$ cat src/rtl/inport_ctrl.sv
// Input-port buffer controller: tracks flit write/read pointers for one packet
// buffer, routes each stored packet XY-first and drains it on the output's ack.
module inport_ctrl #(
  parameter int PORTS   = 5,
  parameter int DEPTH   = 4,
  parameter int FLITS   = 4,
  parameter int CW      = 3,
  parameter int X_LOCAL = 0,
  parameter int Y_LOCAL = 0
) (
  input  logic                               clk,
  input  logic                               rst_n,
  input  logic                               flit_valid,
  input  logic [CW-1:0]                      dst_x,
  input  logic [CW-1:0]                      dst_y,
  output logic                               wr_en,
  output logic [$clog2(DEPTH*FLITS)-1:0]     wr_addr,
  output logic                               rd_en,
  output logic [$clog2(DEPTH*FLITS)-1:0]     rd_addr,
  output logic [PORTS-1:0]                   port_rqs,
  input  logic [PORTS-1:0]                   ack_in,
  output logic                               credit_out,
  output logic                               err,
  output logic [1:0]                         dbg_state,
  output logic [$clog2(DEPTH+1)-1:0]         dbg_pkt_cnt
);

  localparam int AW   = $clog2(DEPTH*FLITS);
  localparam int FW   = $clog2(FLITS);
  localparam int PW   = $clog2(DEPTH);
  localparam int CNTW = $clog2(DEPTH+1);
  localparam logic [CW-1:0] XL = CW'(X_LOCAL);
  localparam logic [CW-1:0] YL = CW'(Y_LOCAL);

  typedef enum logic [1:0] {
    IDLE  = 2'd0,
    REQ   = 2'd1,
    DRAIN = 2'd2
  } state_t;

  state_t            state;
  logic [FW-1:0]     wcnt;
  logic [FW-1:0]     rcnt;
  logic [CNTW-1:0]   pkt_cnt;
  logic [CNTW-1:0]   pkt_cnt_nxt;
  logic [PW-1:0]     wptr;
  logic [PW-1:0]     rptr;
  logic [PORTS-1:0]  route_mem [DEPTH];
  logic [PORTS-1:0]  route_c;
  logic [PORTS-1:0]  route_head;
  logic [PORTS-1:0]  route_next;
  logic              full;
  logic              hdr_wr;
  logic              last_wr;
  logic              last_rd;
  logic              ack_hit;
  logic              ack_err;

  // XY routing, X dimension resolved first; unsigned compares.
  always_comb begin
    route_c = '0;
    if (dst_x > XL)      route_c[2] = 1'b1;
    else if (dst_x < XL) route_c[4] = 1'b1;
    else if (dst_y > YL) route_c[1] = 1'b1;
    else if (dst_y < YL) route_c[3] = 1'b1;
    else                 route_c[0] = 1'b1;
  end

  // A partial packet always has a free slot reserved, so only a full count blocks.
  assign full    = (pkt_cnt == CNTW'(DEPTH));
  assign wr_en   = flit_valid & ~full;
  assign hdr_wr  = wr_en && (wcnt == '0);
  assign last_wr = wr_en && (wcnt == FW'(FLITS-1));

  // Handshake: port_rqs is held until an ack pulse on a requested bit; that
  // ack cycle is also the first read of the FLITS-cycle crossbar window.
  assign ack_hit = (state == REQ) && |(ack_in & port_rqs);
  assign ack_err = (state == REQ) ? |(ack_in & ~port_rqs) : |ack_in;
  assign last_rd = (state == DRAIN) && (rcnt == FW'(1));
  assign rd_en   = ack_hit | (state == DRAIN);

  assign route_head = route_mem[rptr];
  assign route_next = route_mem[rptr + PW'(1)];

  always_comb begin
    pkt_cnt_nxt = pkt_cnt;
    if (last_wr && !last_rd)      pkt_cnt_nxt = pkt_cnt + CNTW'(1);
    else if (!last_wr && last_rd) pkt_cnt_nxt = pkt_cnt - CNTW'(1);
  end

  always_ff @(posedge clk or negedge rst_n) begin
    if (!rst_n) begin
      wcnt    <= '0;
      wr_addr <= '0;
      rd_addr <= '0;
      pkt_cnt <= '0;
      wptr    <= '0;
      rptr    <= '0;
      err     <= 1'b0;
      for (int i = 0; i < DEPTH; i++) route_mem[i] <= '0;
    end else begin
      if (wr_en) begin
        wcnt    <= (wcnt == FW'(FLITS-1)) ? '0 : wcnt + FW'(1);
        wr_addr <= wr_addr + AW'(1);
      end
      if (hdr_wr) begin
        route_mem[wptr] <= route_c;
        wptr            <= wptr + PW'(1);
      end
      if (rd_en)   rd_addr <= rd_addr + AW'(1);
      if (last_rd) rptr    <= rptr + PW'(1);
      pkt_cnt <= pkt_cnt_nxt;
      err     <= err | (flit_valid & full) | ack_err;
    end
  end

  always_ff @(posedge clk or negedge rst_n) begin
    if (!rst_n) begin
      state      <= IDLE;
      port_rqs   <= '0;
      rcnt       <= '0;
      credit_out <= 1'b0;
    end else begin
      credit_out <= last_rd;
      case (state)
        IDLE: begin
          if (pkt_cnt != '0) begin
            state    <= REQ;
            port_rqs <= route_head;
          end
        end
        REQ: begin
          if (ack_hit) begin
            state    <= DRAIN;
            port_rqs <= '0;
            rcnt     <= FW'(FLITS-1);
          end
        end
        DRAIN: begin
          rcnt <= rcnt - FW'(1);
          if (rcnt == FW'(1)) begin
            if (pkt_cnt_nxt != '0) begin
              state    <= REQ;
              port_rqs <= route_next;
            end else begin
              state <= IDLE;
            end
          end
        end
        default: begin
          state    <= IDLE;
          port_rqs <= '0;
        end
      endcase
    end
  end

  assign dbg_state   = state;
  assign dbg_pkt_cnt = pkt_cnt;

endmodule
$ cat config.mk
export PLATFORM = sky130hd
export DESIGN_NAME = inport_ctrl
export DESIGN_NICKNAME = d
export VERILOG_FILES = /design/src/rtl/inport_ctrl.sv
export SDC_FILE = /design/constraint.sdc
export NUM_CORES = 1
export LEC_CHECK = 0
export ABC_AREA = 1
export CELL_PAD_IN_SITES_DETAIL_PLACEMENT = 1
export CELL_PAD_IN_SITES_GLOBAL_PLACEMENT = 2
export CORE_UTILIZATION = 31
export CTS_CLUSTER_DIAMETER = 50
export CTS_CLUSTER_SIZE = 10
export DETAILED_ROUTE_END_ITERATION = 6
export GPL_TIMING_DRIVEN = 0
export HOLD_SLACK_MARGIN = 0.15
export PLACE_DENSITY_LB_ADDON = 0.1
export SYNTH_ARGS = -nofsm -noshare
export SYNTH_HDL_FRONTEND = slang
export SYNTH_SLANG_ARGS = --single-unit
export TNS_END_PERCENT = 20
$ cat constraint.sdc
create_clock -name clk -period 2.4 [get_ports clk]
set_clock_uncertainty 0.1 [all_clocks]
set_input_delay 0.72 -clock clk [delete_from_list [all_inputs] [get_ports clk]]
set_output_delay 0.72 -clock clk [all_outputs]
set_load 0.01 [all_outputs]
==> results.sh <==
export IMPL_status="completed"
export IMPL_rr_worst_depth=7
export IMPL_cp_arrival_ns=1.49
export IMPL_syn_avg_cell_area_sq_um=8.51
export IMPL_whs_ns=0.270
export IMPL_fp_dieW_um=83.3
export IMPL_syn_instance_count=241
export IMPL_row_count=29
export IMPL_portBuffers=33
export IMPL_drt_initial_drc_count=62
export IMPL_yosysMostFrequentCell="nand2_1"
export IMPL_synth_adder_area_share_pct=7.32
export IMPL_globalRoute_totalOverflow=0
export IMPL_die_h_um=83.3
export IMPL_core_sq_um=6350
export IMPL_ant_nets=0
export IMPL_area_growth_pct=32.3
export IMPL_hold_violations=0
export IMPL_startpoint="flit_valid"
export IMPL_cts_max_level=2
export IMPL_numCtsBuffers=5
export IMPL_ys_ff_latch=38
export IMPL_first_global_vias=1793
export IMPL_path_buf_inv=4
export IMPL_antenna_cells=0
export IMPL_cpPeakStageDelay_ns=0.25
export IMPL_r2r_slack_ns=0.28
export IMPL_drive_above_1_share_pct=15.5
export IMPL_slew_viol_final=0
export IMPL_cp_num_cells=5
export IMPL_drc_errors=0
export IMPL_num_vias=1744
export IMPL_worstPathCellList="dlygate4sd2_1, inv_2, a21oi_4, buf_6, clkdlybuf4s15_2"
export IMPL_synthMuxAreaShare_pct=2.75
export IMPL_antenna_found_initial=0
export IMPL_cts_root_buf="clkbuf_8"
export IMPL_synth_edf_count=0
export IMPL_cts_tree="yes"
export IMPL_critPathMaxFanout=2
export IMPL_first_pass_iters=4
export IMPL_grt_max_degree=22
export IMPL_synth_compound_area_share_pct=10.4
export IMPL_clock_latency_ns=0.29
export IMPL_synthArstFlopShare_pct=100
export IMPL_p_leak_nw=1.29
export IMPL_wl_per_cell_um=13.0
export IMPL_fin_setup_tns_ns=0
export IMPL_grt_pass1_wl_um=8410
export IMPL_synthSimpleGateAreaFrac_pct=21.8
export IMPL_synthTopCellsByArea="dfrtp_1 (46%), nand2_1 (10%), ha_1 (7.3%)"
export IMPL_synth_ff_type="dfrtp_1"
export IMPL_grt_use_total_pct=15.2
export IMPL_netlist_area_sq_um=2050
export IMPL_setup_viol=0
export IMPL_synth_warnings=0
export IMPL_hold_class="in -> async"
export IMPL_cp_top_family="buffers and inverters"
export IMPL_path_clk_slew_ns=0.08
export IMPL_avgViaCountPerCell=4.75
export IMPL_dp_hpwl_um=3640
export IMPL_cp_required_ns=1.58
export IMPL_ys_seq_area_share_pct=46.4
export IMPL_max_cap_viol_count=0
export IMPL_clock_fmax_mhz=432
export IMPL_wirelength_um=4770
export IMPL_gp_congestion=0.763
export IMPL_synth_top_cell_by_area="dfrtp_1"
export IMPL_start_util_pct=32.3
export IMPL_dieArea_sq_um=6940
export IMPL_start_kind="input pin"
export IMPL_synth_top_family_by_area="simple AND/OR/NAND/NOR gates"
export IMPL_synth_top_area_share_pct=46.4
export IMPL_cts_buffer_depth=2
export IMPL_fin_crit_sh_pct=96.4
export IMPL_synth_xor_area_share_pct=3.42
export IMPL_io_pins=36
export IMPL_cts_sinks=38
export IMPL_r2r_start="dbg_pkt_cnt[0]"
export IMPL_nets=315
export IMPL_rsz0062_at_grt="false"
export IMPL_crit_slowest_cell="dlygate4sd2_1"
export IMPL_critical_path_class="in -> out"
export IMPL_r2r_end="route_mem[2]"
export IMPL_timing_critical_path_to="wr_en"
export IMPL_power_density_nw_per_um2=1300
export IMPL_peakVddDrop_mv=0.560
export IMPL_synthTopCellsByCount="nand2_1 (55), dfrtp_1 (38), inv_1 (29)"
export IMPL_synth_cell_types=32
export IMPL_period_needed_ns=2.31
export IMPL_endpoint_kind="output port"
per-stage QoR:
| stage | instance area, sq um | std cells | util [%] | total power (W) | setup WS (ns) |
|---|---|---|---|---|---|
| floorplan | 2050 | 242 | - | 0.00217 | 0.466 |
| global placement | 2480 | 352 | 39.1 | 0.00277 | -0.708 |
| detailed placement | 2500 | 353 | 39.4 | 0.00280 | -0.704 |
| CTS | 2700 | 365 | 42.5 | 0.00356 | 0.0574 |
| global route | 2710 | 367 | 42.7 | 0.00387 | 0.00681 |
| finish | 2710 | 367 | 42.7 | 0.00353 | 0.0866 |
worst reg2reg max path: stages, from the launching register on:
cell and delay, ns:
dfrtp_1 0.39, inv_1 0.09, ha_2 0.22, a21oi_4 0.17, buf_4 0.14, nand2_1 0.15
nor2_1 0.36, mux2_2 0.38
report_power, final:
group | internal (W) | switching, W
registers | 0.000930 | 0.000225
logic | 0.000791 | 0.000921
clock network | 0.000417 | 0.000245
total | 0.00214 | 0.00139
state kept, by name, summed over array words and instances (netlist names), 2 cells and up:
signal	cells
wr_addr	4
route_mem	12
dbg_pkt_cnt	3
wcnt	2
rptr	2
wptr	2
port_rqs	3
dbg_state	2
rcnt	2
rd_addr	4
routing by layer:
metal  track usage (%)  share of wire (%)
met1              20.5                 50
met2              24.2                 45
met3              3.68                3.6
met4              4.23               0.61
met5                 0                  0
worst min path at each step:
stage,end,slack (ns),from,cells after the start
2_1_floorplan,credit_out,0.32,rst_n,0
3_3_place_gp,wr_addr[3],0.36,wr_addr[3],1
3_5_place_dp,wr_addr[3],0.36,wr_addr[3],1
4_1_cts,route_mem[5],0.29,rst_n,1
5_1_grt,route_mem[0],0.29,rst_n,1
6_report,route_mem[5],0.27,rst_n,1
cells by family after synthesis:
family          count (synthesis)
simple gates                   99
mux                             5
buf+inv                        38
fa+ha+maj                      12
flops                          38
other cells                     1
xor+xnor                        8
compound gates                 40
placed cells by master (no fill, tap or decap), drive strengths merged:
cell type      netlist  final
xnor2                4      4
nor3                 2      2
o22ai                3      3
o21a                 1      1
o21ai               23     23
clkdlybuf4s15        0      1
buf                  5     14
or2                  1      1
inv                 32     32
a31oi                1      1
bufinv               0      2
o211ai               1      1
nand3               13     13
nand4                5      5
dfrtp               38     38
mux2                 5      5
clkinv               0      1
dlygate4sd2          0      4
clkbuf               1      6
ha                  12     12
nand2               57     57
nor4                 2      2
a21oi               11     11
clkdlybuf4s50        0     26
nor2                18     18
or3                  1      1
xor2                 4      4
conb                 1      2
cell type report:
| cell class | count | area, sq um |
|---|---|---|
| buffer | 6 | 40.0 |
| timing repair buffer | 40 | 395 |
| clock inverter | 3 | 68.8 |
| inverter | 32 | 123 |
| tap | 77 | 96.3 |
| fill | 746 | 3640 |
| multi-input combinational | 166 | 970 |
| sequential | 38 | 951 |
| clock buffer | 5 | 68.8 |
what timing repair did:
item	in CTS	in global routing
pin swaps	2	0
setup buffers	4	2
resized for setup	20	0
hold buffers	0	0
endpoints found under the setup margin	2	1
Power figures use the tool's default switching activity.
